===== config.mk =====
export PLATFORM = sky130hd
export DESIGN_NAME = membus_join_flat
export DESIGN_NICKNAME = d
export VERILOG_FILES = /design/src/rtl/membus_pkg.sv /design/src/rtl/membus_join_if.sv /design/src/rtl/membus_prio_enc.sv /design/src/rtl/membus_join.sv /design/src/flat_wrapper.sv
export SDC_FILE = /design/constraint.sdc
export NUM_CORES = 1
export LEC_CHECK = 0
export CAP_MARGIN = 20
export CORE_ASPECT_RATIO = 1.25
export CORE_MARGIN = 5
export CORE_UTILIZATION = 21
export CTS_BUF_LIST = sky130_fd_sc_hd__clkbuf_16
export CTS_CLUSTER_SIZE = 24
export DETAILED_ROUTE_END_ITERATION = 10
export PLACE_DENSITY = 0.86
export REMOVE_ABC_BUFFERS = 1
export SETUP_SLACK_MARGIN = 0.15
export SLEW_MARGIN = 20
export SYNTH_ARGS = -nofsm -noshare
export SYNTH_HDL_FRONTEND = slang
export SYNTH_SLANG_ARGS = --single-unit

===== constraint.sdc =====
create_clock -name clk -period 1.05 [get_ports clk]
set_input_delay 0.21 -clock clk [delete_from_list [all_inputs] [get_ports clk]]
set_output_delay 0.21 -clock clk [all_outputs]
set_load 0.01 [all_outputs]

===== src/rtl/membus_pkg.sv =====
// membus_pkg
// Shared constants and types for the processor memory-bus join.
// Contents:
//   WORD_W        data word width (36)
//   MA_LO/MA_HI   processor address range [18:35]
//   MAX_MEM       largest number of memory modules one join serves (16)
//   SEL_W         width of a module index
//   membus_state_e  join FSM state encoding

package membus_pkg;

  localparam int WORD_W  = 36;
  localparam int MA_LO   = 18;
  localparam int MA_HI   = 35;
  localparam int MAX_MEM = 16;
  localparam int SEL_W   = 4;

  typedef enum logic [1:0] {
    ST_IDLE     = 2'd0,
    ST_WAIT_ACK = 2'd1,
    ST_WAIT_RS  = 2'd2,
    ST_NXM      = 2'd3
  } membus_state_e;

endpackage


===== src/rtl/membus_join_if.sv =====
// membus_join_if
// Bundles the processor-side bus and the per-module memory signals that
// the join connects.
// Parameter N_MEM: number of memory modules on the memory side.
// Modports:
//   slave  - the join: takes processor requests and module responses,
//            drives the merged acknowledge, restart and data bus
//   master - the processor/module side (used by the bench)
// Module k data occupies mem_mb_out[36k:36k+35].

interface membus_join_if
  import membus_pkg::*;
#(
  parameter int N_MEM = 2
);

  logic                    membus_rd_rq;
  logic                    membus_wr_rq;
  logic                    membus_rq_cyc;
  logic [MA_LO:MA_HI]      membus_ma;
  logic [0:WORD_W-1]       membus_mb_out_p;
  logic                    membus_addr_ack;
  logic                    membus_rd_rs;
  logic [0:WORD_W-1]       membus_mb_in;
  logic [0:N_MEM-1]        mem_addr_ack;
  logic [0:N_MEM-1]        mem_rd_rs;
  logic [0:WORD_W*N_MEM-1] mem_mb_out;

  modport slave (
    input  membus_rd_rq, membus_wr_rq, membus_rq_cyc, membus_ma, membus_mb_out_p,
    input  mem_addr_ack, mem_rd_rs, mem_mb_out,
    output membus_addr_ack, membus_rd_rs, membus_mb_in
  );

  modport master (
    output membus_rd_rq, membus_wr_rq, membus_rq_cyc, membus_ma, membus_mb_out_p,
    output mem_addr_ack, mem_rd_rs, mem_mb_out,
    input  membus_addr_ack, membus_rd_rs, membus_mb_in
  );

endinterface


===== src/rtl/membus_prio_enc.sv =====
// membus_prio_enc
// Lowest-index priority encoder over the module acknowledge lines.
// Ports:
//   req   in  [0:N-1]  request bits, index 0 has highest priority
//   idx   out SEL_W    lowest set index (0 when none set)
//   any   out 1        at least one bit set
//   multi out 1        more than one bit set (always 0 when N = 1)

module membus_prio_enc
  import membus_pkg::*;
#(
  parameter int N = 2
) (
  input  logic [0:N-1]     req,
  output logic [SEL_W-1:0] idx,
  output logic             any,
  output logic             multi
);

  // Scan upward: the first set bit wins, any later set bit flags multi.
  always_comb begin
    idx   = '0;
    any   = 1'b0;
    multi = 1'b0;
    for (int k = 0; k < N; k++) begin
      if (req[k]) begin
        if (any) begin
          multi = 1'b1;
        end else begin
          idx = SEL_W'(k);
        end
        any = 1'b1;
      end
    end
  end

endmodule


===== src/rtl/membus_join.sv =====
// membus_join
// Joins one processor memory-bus port to N_MEM memory modules. Requests
// are broadcast through the shared interface; address acknowledges are
// ORed, and only the acknowledging module's read restart and data reach
// the processor. A cycle monitor latches which module answered, flags
// multiple acknowledges and (optionally) non-existent memory.
// Parameters: N_MEM (1..16), NXM_CYCLES, CNT_W (NXM_CYCLES < 2**CNT_W).
// Ports:
//   clk, reset    clock, synchronous active-high reset
//   bus           membus_join_if.slave: processor and module signals
//   nxm           non-existent memory, sticky until the next rq_cyc rise
//   ack_conflict  more than one module acknowledged, sticky until reset
//   ack_sel       index of the module that acknowledged the cycle
// Build option: define MEMBUS_NXM_EN to build the timeout counter, the
// NXM state and the nxm flag. Without it WAIT_ACK waits indefinitely
// (the processor runs its own timeout) and nxm is tied low.

module membus_join
  import membus_pkg::*;
#(
  parameter int N_MEM      = 2,
  parameter int NXM_CYCLES = 100,
  parameter int CNT_W      = 8
) (
  input  logic             clk,
  input  logic             reset,
  membus_join_if.slave     bus,
  output logic             nxm,
  output logic             ack_conflict,
  output logic [SEL_W-1:0] ack_sel
);

  if (N_MEM < 1 || N_MEM > MAX_MEM) begin : g_bad_n_mem
    $error("membus_join: N_MEM must be 1..16");
  end
  if (NXM_CYCLES >= (1 << CNT_W)) begin : g_bad_cnt_w
    $error("membus_join: CNT_W too narrow for NXM_CYCLES");
  end

  membus_state_e     state_q, state_d;
  logic              rq_cyc_q;
  logic              rq_rise;
  logic              is_read_q, is_read_d;
  logic [SEL_W-1:0]  ack_sel_q, ack_sel_d;
  logic              conflict_q, conflict_d;
  logic [SEL_W-1:0]  enc_idx;
  logic              enc_any, enc_multi;
  logic              sel_rs;
  logic [0:WORD_W-1] sel_data;
  logic              fwd;
  logic              syn_ack, syn_rs;

`ifdef MEMBUS_NXM_EN
  logic [CNT_W-1:0]  cnt_q, cnt_d;
  logic              nxm_q, nxm_d;
  logic              nxm_rs_q, nxm_rs_d;
`endif

  membus_prio_enc #(.N(N_MEM)) u_prio_enc (
    .req   (bus.mem_addr_ack),
    .idx   (enc_idx),
    .any   (enc_any),
    .multi (enc_multi)
  );

  // Previous rq_cyc for edge detection. Deliberately not reset, so a
  // request cycle still held high across a reset is not seen as a new rise.
  always_ff @(posedge clk) begin
    rq_cyc_q <= bus.membus_rq_cyc;
  end

  assign rq_rise = bus.membus_rq_cyc & ~rq_cyc_q;

  // Pick the latched module's read restart and data word.
  always_comb begin
    sel_rs   = 1'b0;
    sel_data = '0;
    for (int k = 0; k < N_MEM; k++) begin
      if (ack_sel_q == SEL_W'(k)) begin
        sel_rs   = bus.mem_rd_rs[k];
        sel_data = bus.mem_mb_out[WORD_W*k +: WORD_W];
      end
    end
  end

  assign fwd = (state_q == ST_WAIT_RS);

`ifdef MEMBUS_NXM_EN
  assign syn_ack = (state_q == ST_NXM) && !nxm_rs_q;
  assign syn_rs  = (state_q == ST_NXM) && nxm_rs_q;
  assign nxm     = nxm_q;
`else
  assign syn_ack = 1'b0;
  assign syn_rs  = 1'b0;
  assign nxm     = 1'b0;
`endif

  // Merged responses: zero added latency, gated only by the FSM state.
  assign bus.membus_addr_ack = (|bus.mem_addr_ack) | syn_ack;
  assign bus.membus_rd_rs    = (fwd & sel_rs) | syn_rs;
  assign bus.membus_mb_in    = bus.membus_mb_out_p | (fwd ? sel_data : '0);

  assign ack_sel      = ack_sel_q;
  assign ack_conflict = conflict_q;

  // Cycle monitor next-state logic. A real ack in the cycle the counter
  // reaches NXM_CYCLES wins over the timeout because it is tested first.
  always_comb begin
    state_d    = state_q;
    is_read_d  = is_read_q;
    ack_sel_d  = ack_sel_q;
    conflict_d = conflict_q;
`ifdef MEMBUS_NXM_EN
    cnt_d      = cnt_q;
    nxm_d      = nxm_q;
    nxm_rs_d   = nxm_rs_q;
`endif
    case (state_q)
      ST_IDLE: begin
        if (rq_rise) begin
          state_d   = ST_WAIT_ACK;
          is_read_d = bus.membus_rd_rq;
`ifdef MEMBUS_NXM_EN
          cnt_d     = '0;
          nxm_d     = 1'b0;
          nxm_rs_d  = 1'b0;
`endif
        end
      end
      ST_WAIT_ACK: begin
`ifdef MEMBUS_NXM_EN
        cnt_d = cnt_q + CNT_W'(1);
`endif
        if (!bus.membus_rq_cyc) begin
          state_d = ST_IDLE;
        end else if (enc_any) begin
          ack_sel_d = enc_idx;
          if (enc_multi) begin
            conflict_d = 1'b1;
          end
          state_d = is_read_q ? ST_WAIT_RS : ST_IDLE;
        end
`ifdef MEMBUS_NXM_EN
        else if (cnt_d == CNT_W'(NXM_CYCLES)) begin
          state_d  = ST_NXM;
          nxm_d    = 1'b1;
          nxm_rs_d = 1'b0;
        end
`endif
      end
      ST_WAIT_RS: begin
        if (!bus.membus_rq_cyc || sel_rs) begin
          state_d = ST_IDLE;
        end
      end
      ST_NXM: begin
`ifdef MEMBUS_NXM_EN
        // First NXM cycle is the synthetic ack; reads get a restart next.
        if (is_read_q && !nxm_rs_q) begin
          nxm_rs_d = 1'b1;
        end else begin
          nxm_rs_d = 1'b0;
          state_d  = ST_IDLE;
        end
`else
        state_d = ST_IDLE;
`endif
      end
      default: state_d = ST_IDLE;
    endcase
  end

  // State registers with synchronous reset.
  always_ff @(posedge clk) begin
    if (reset) begin
      state_q    <= ST_IDLE;
      is_read_q  <= 1'b0;
      ack_sel_q  <= '0;
      conflict_q <= 1'b0;
`ifdef MEMBUS_NXM_EN
      cnt_q      <= '0;
      nxm_q      <= 1'b0;
      nxm_rs_q   <= 1'b0;
`endif
    end else begin
      state_q    <= state_d;
      is_read_q  <= is_read_d;
      ack_sel_q  <= ack_sel_d;
      conflict_q <= conflict_d;
`ifdef MEMBUS_NXM_EN
      cnt_q      <= cnt_d;
      nxm_q      <= nxm_d;
      nxm_rs_q   <= nxm_rs_d;
`endif
    end
  end

endmodule

===== src/flat_wrapper.sv =====
// flat-port wrapper written by rule: the top's interface ports become plain ports
module membus_join_flat import membus_pkg::*;
#(
  parameter int N_MEM      = 2,
  parameter int NXM_CYCLES = 100,
  parameter int CNT_W      = 8
)
  (clk, reset, nxm, ack_conflict, ack_sel, bus_membus_rd_rq, bus_membus_wr_rq, bus_membus_rq_cyc, bus_membus_ma, bus_membus_mb_out_p, bus_mem_addr_ack, bus_mem_rd_rs, bus_mem_mb_out, bus_membus_addr_ack, bus_membus_rd_rs, bus_membus_mb_in);
  membus_join_if #(.N_MEM(N_MEM)) bus_i ();
  input  logic clk;
  input  logic reset;
  output logic nxm;
  output logic ack_conflict;
  output logic [SEL_W-1:0] ack_sel;
  input wire logic [$bits(bus_i.membus_rd_rq)-1:0] bus_membus_rd_rq;
  input wire logic [$bits(bus_i.membus_wr_rq)-1:0] bus_membus_wr_rq;
  input wire logic [$bits(bus_i.membus_rq_cyc)-1:0] bus_membus_rq_cyc;
  input wire logic [$bits(bus_i.membus_ma)-1:0] bus_membus_ma;
  input wire logic [$bits(bus_i.membus_mb_out_p)-1:0] bus_membus_mb_out_p;
  input wire logic [$bits(bus_i.mem_addr_ack)-1:0] bus_mem_addr_ack;
  input wire logic [$bits(bus_i.mem_rd_rs)-1:0] bus_mem_rd_rs;
  input wire logic [$bits(bus_i.mem_mb_out)-1:0] bus_mem_mb_out;
  output wire logic [$bits(bus_i.membus_addr_ack)-1:0] bus_membus_addr_ack;
  output wire logic [$bits(bus_i.membus_rd_rs)-1:0] bus_membus_rd_rs;
  output wire logic [$bits(bus_i.membus_mb_in)-1:0] bus_membus_mb_in;
  assign bus_i.membus_rd_rq = bus_membus_rd_rq;
  assign bus_i.membus_wr_rq = bus_membus_wr_rq;
  assign bus_i.membus_rq_cyc = bus_membus_rq_cyc;
  assign bus_i.membus_ma = bus_membus_ma;
  assign bus_i.membus_mb_out_p = bus_membus_mb_out_p;
  assign bus_i.mem_addr_ack = bus_mem_addr_ack;
  assign bus_i.mem_rd_rs = bus_mem_rd_rs;
  assign bus_i.mem_mb_out = bus_mem_mb_out;
  assign bus_membus_addr_ack = bus_i.membus_addr_ack;
  assign bus_membus_rd_rs = bus_i.membus_rd_rs;
  assign bus_membus_mb_in = bus_i.membus_mb_in;
  membus_join #(.N_MEM(N_MEM), .NXM_CYCLES(NXM_CYCLES), .CNT_W(CNT_W)) u_core (.clk(clk), .reset(reset), .bus(bus_i), .nxm(nxm), .ack_conflict(ack_conflict), .ack_sel(ack_sel));
endmodule

[Yosys cells after proc, flatten, opt, wreduce, memory -nomap -nowiden]
Cells that the tools add are included.
Word-level totals
  flip-flop bits (word level): 9
  word-level logic and storage cells: 42
  input port bits: 135
Cells by class
  reductions and logical operators: 9
  equal/unequal tests: 7
  bitwise gates (word level): 4
  multiplexer cells: 17
Operator list (count)
  36-bit 2-to-1 mux: 3
  36-bit bitwise OR: 1
  2-bit 2-to-1 mux: 5
  1-bit 2-to-1 mux: 8
  2-bit one-hot mux with 4 select lines: 1
  3-bit AND reduction: 2
  2-bit == test, second input constant: 2
  4-bit by 1-bit == test with 1-bit output, second input constant: 1
  4-bit logical NOT: 1
  4-bit AND reduction: 1
  3-bit by 2-bit != test with 1-bit output, second input constant: 1
  1-bit bitwise AND: 2
  2-bit by 1-bit == test with 1-bit output, second input constant: 1
  2-bit logical NOT: 1
  2-bit by 1-bit != test with 1-bit output, second input constant: 1
  2-bit != test, second input constant: 1
  2-bit AND reduction: 1
  2-bit OR reduction: 1
  1-bit logical NOT: 1
  1-bit logical OR: 1
  1-bit NOT: 1

[Depth between registers and ports, before layout]
  depth after elaboration: 6
  depth in mapped cells: 4
  depth with buffers taken out: 4

[By module]
Synthesis repeated with hierarchy kept, for this count alone.
Unflattened totals
  cells, all modules: 129
  area total of the unflattened synthesis: 1156.1 um^2
Modules (own cells, without submodules)
  membus_join: area an instance 1107.3 um^2, times used 1, cells an instance 122, sequential area each 180.2 um^2
  membus_prio_enc: area an instance 48.8 um^2, times used 1, cells an instance 7, sequential area each 0.0 um^2

[Worst setup path after synthesis]
Ideal clock, no wire load.
  kind: reg2out
  start: register u_core.ack_sel_q[0] (netlist: u_core.ack_sel[0])
  end: output port bus_membus_mb_in[10]
  stages on the path, launching flop included: 5
  required time: 0.840 ns
  data arrival time: 1.049 ns
  setup slack: -0.209 ns
  buffers on the path: 2
  path through: dfxtp_1 buf_6 buf_8 mux2i_1 o21bai_2
Between the ends
  cells in the longest elaborated chain, start to end: 5
  elaborated cells on any way between the ends: 6
RTL lines
  start, declared: RTL line membus_join.sv:44  | logic [SEL_W-1:0] ack_sel_q, ack_sel_d;
  start signal, assigned: RTL line membus_join.sv:188  | ack_sel_q <= ack_sel_d;
  4-bit logical NOT: RTL line membus_join.sv:79  | if (ack_sel_q == SEL_W'(k)) begin
  36-bit 2-to-1 mux: RTL line membus_join.sv:79
  36-bit 2-to-1 mux *: RTL line membus_join.sv:79
  36-bit 2-to-1 mux *: RTL line membus_join.sv:101  | assign bus.membus_mb_in = bus.membus_mb_out_p | (fwd ? sel_data : '0);
  36-bit bitwise OR *: RTL line membus_join.sv:101
  end, declared: RTL line flat_wrapper.sv:25  | output wire logic [$bits(bus_i.membus_mb_in)-1:0] bus_membus_mb_in;
Every way passes the cells marked *; elsewhere a longest branch is shown, timed or not.

[Final worst setup path]
  start: register u_core.ack_sel_q[0] (netlist: u_core.ack_sel[0])
  end: output port bus_membus_mb_in[28]
The elaborated chain is that of the path after synthesis.

==> results.md <==
* Skew-Pair Late Insertion Delay at 240 ps
* Top Ports at 179
* Number of setup violations in the final report at 41
* Final period utilization at 155%
* Drt first pass iters at 4
* Critical path class: reg2out
* Max Clock Freq at 614 MHz
* First-pass GRT wire length at 8400 um
* Pre-CTS WS at -614 ps
* Top-area cell type share of the netlist area at 33.6%
* CTS Root Cell: clkbuf_16
* Hold Crit Depth at 2
* Cell Area, Placed at 2790 um2
* Die area at 6970 um2
* Slowest CP cell: dfxtp_4
* Routed len/inst at 17.1 um
* GRT overflow at 0
* Core footprint at 5330 um2
* Leak at 0.00127 uW
* Worst-path maximum fanout at 6
* Worst setup margin at -578 ps
* Row cnt at 30
* ANT nets after route at 0
* Finished Cell Area at 3180 um2
* Register bit total from synthesis at 6
* Main area contributors after synthesis: mux2i_1 (34%), o21bai_2 (29%), dfxtp_1 (11%)
* Syn Inst Count at 111
* CP Cell Sequence: buf_6 > buf_6 > buf_16 > mux2i_4 > o21bai_2 > buf_2
* Max cap viols at 0
* Synth cell types at 17
* Sequential share of the synthesized area at 10.6%
* Via density at 4.53
* DR iter-0 viols at 34
* Cells on worst reg2reg path at 8
* Status: finished, violations left
* Power density cells at 568 nW/um2
* Final setup skew at 5.04 ps
* RSZ-0062 raised after global routing: true
* Worst path arrival time at 1420 ps
* Maximum root-to-sink buffer count at 2
* Yosys top cell by area: mux2i_1
* Most Frequent Cell on Critical Path: buf_6
* Final Wtd Congestion at 0.838
* Inserted Clock Buffers at 3
* Vias in the first global route at 1,696
* DRC violations left at 0
* Final WL at 6040 um
* Initial antenna violation count at 0
* Final Hold Vio Count at 0
* Critical Path RT at 840 ps
* Clock slew at reported path FFs at 40 ps
* I/O Buffers at 155
* Worst hold path class: in2reg
* CP startpoint kind: flop
* Starting Density at 21.2%
* Final HPWL DP at 4490 um
* Syn avg cell area at 10.2 um2
* Min Tclk post-route at 1630 ps
* Violated checks: negative setup slack
* N_diodes at 0
* Largest net degree at the start of global routing at 17
* Total number of vias at 1,602
* Fillers at 446
* CTS H-tree depth at 1
* P&R area growth vs syn at 181%
* Cell Area, Synth at 1130 um2
* Peak supply drop at 0.351 mV
* CP max stage delay at 360 ps
* Layout cell share with drive strength beyond 1 at 47.2%
* Die Y at 92.1 um
* Global-route total usage across every layer at 15.7%
* Pins Over Slew Limit at 0
* CTS Hold Buffers Added at 0
* Die W at 75.7 um
* Clk sinks at 6
* Final TNS setup at -19,420 ps
* CP Capture Type: output port
* Synth warnings at 0
* CTS tree: yes
* Nets at 427
==> routing by layer <==
layer / track usage [%] / up-vias / routed length, um
li1: - / 766 / -
met1: 15.2 / 763 / 2000
met2: 31.4 / 64 / 3480
met3: 3.29 / 9 / 477
met4: 3.79 / 0 / 87
met5: 0 / - / 0
==> final timing paths <==
path | from | endpoint | slack, ps
worst max-delay path | u_core.ack_sel[0] | bus_membus_mb_in[28] | -580
worst min-delay path | bus_membus_rq_cyc | u_core.rq_cyc_q | 400
worst max register to register | u_core.ack_sel[0] | u_core.state_q[1] | -370
worst min register to register | u_core.is_read_q | u_core.is_read_q | 500
==> worst max-delay path: cells and delay by family, from the launching register on <==
kind                   cells  cell delay [ps]
DFF                        1              360
AOI/OAI and AO/OA          1              130
muxes                      1              170
buffers and inverters      4              520
==> stage by stage <==
step | utilization, % | std cells | hold slack, ps | power, uW
after floorplan | - | 102 | 238 | 481
after global placement | 52.3 | 335 | 479 | 1090
after detailed placement | 52.3 | 335 | 485 | 1110
after CTS | 55.8 | 349 | 333 | 1740
after global routing | 59.6 | 354 | 411 | 1870
final | 59.6 | 354 | 404 | 1810
==> area by class of cell <==
| type | instances | area, um2 | share of cell area (%) |
|---|---|---|---|
| Clock buffer | 3 | 75.1 | 2.36 |
| Tap cell | 64 | 80.1 | 2.52 |
| Inverter | 1 | 3.75 | 0.118 |
| Timing Repair Buffer | 185 | 1810 | 57.0 |
| Sequential cell | 6 | 130 | 4.09 |
| Multi-Input combinational cell | 95 | 1080 | 33.9 |
==> placed cells by master (no fill, tap or decap) <==
| cell type | count |
|---|---|
| conb_1 | 4 |
| nor3_2 | 1 |
| nor2_1 | 4 |
| clkdlybuf4s15_2 | 1 |
| mux2i_2 | 10 |
| a21oi_2 | 3 |
| mux2i_1 | 20 |
| clkbuf_16 | 3 |
| dfxtp_2 | 2 |
| buf_2 | 38 |
| buf_16 | 4 |
| dfxtp_1 | 2 |
| nor2_4 | 1 |
| nand2b_1 | 1 |
| nor4b_4 | 1 |
| buf_8 | 1 |
| inv_2 | 1 |
| clkdlybuf4s50_1 | 112 |
| bufbuf_16 | 1 |
| dfxtp_4 | 2 |
| nand4b_1 | 1 |
| nand2b_4 | 2 |
| o21bai_1 | 7 |
| and4b_1 | 1 |
| buf_12 | 6 |
| a21oi_4 | 1 |
| buf_4 | 9 |
| dlygate4sd2_1 | 1 |
| buf_6 | 12 |
| and3b_2 | 1 |
| o21bai_2 | 29 |
| mux2i_4 | 8 |
==> power by group <==
part / switching (uW) / internal (uW)
clock network: 153 / 491
registers: 5.96 / 233
logic: 280 / 642
==> timing repair <==
action / CTS / global route
pin swaps: 7 / 8
setup buffers: 6 / 5
hold endpoints to repair: 0 / 0
gates resized for setup: 194 / 35
gates cloned: 5 / 0
endpoints found under the setup margin: 45 / 45
==> state kept, by name (all words and copies together), names as in the netlist <==
register             cells
u_core.state_q           2
u_core.ack_conflict      1
u_core.ack_sel           1
u_core.is_read_q         1
u_core.rq_cyc_q          1
==> Yosys cell counts <==
| cell | instances |
|---|---|
| a21oi_1 | 4 |
| and3b_1 | 1 |
| and4b_1 | 1 |
| buf_4 | 4 |
| buf_6 | 5 |
| buf_8 | 3 |
| conb_1 | 1 |
| dfxtp_1 | 6 |
| inv_1 | 1 |
| mux2i_1 | 38 |
| nand2b_1 | 3 |
| nand4b_1 | 1 |
| nor2_1 | 5 |
| nor3_1 | 1 |
| nor4b_4 | 1 |
| o21bai_1 | 7 |
| o21bai_2 | 29 |
==> kinds of logic after synthesis <==
group / after synthesis / synth area share (%)
AOI/OAI and AO/OA: 40 / 35.2
muxes: 38 / 33.6
and+or+nand+nor: 13 / 8.29
other: 1 / 0.331
DFF: 6 / 10.6
buffers and inverters: 13 / 11.9
Power figures use the tool's default switching activity.
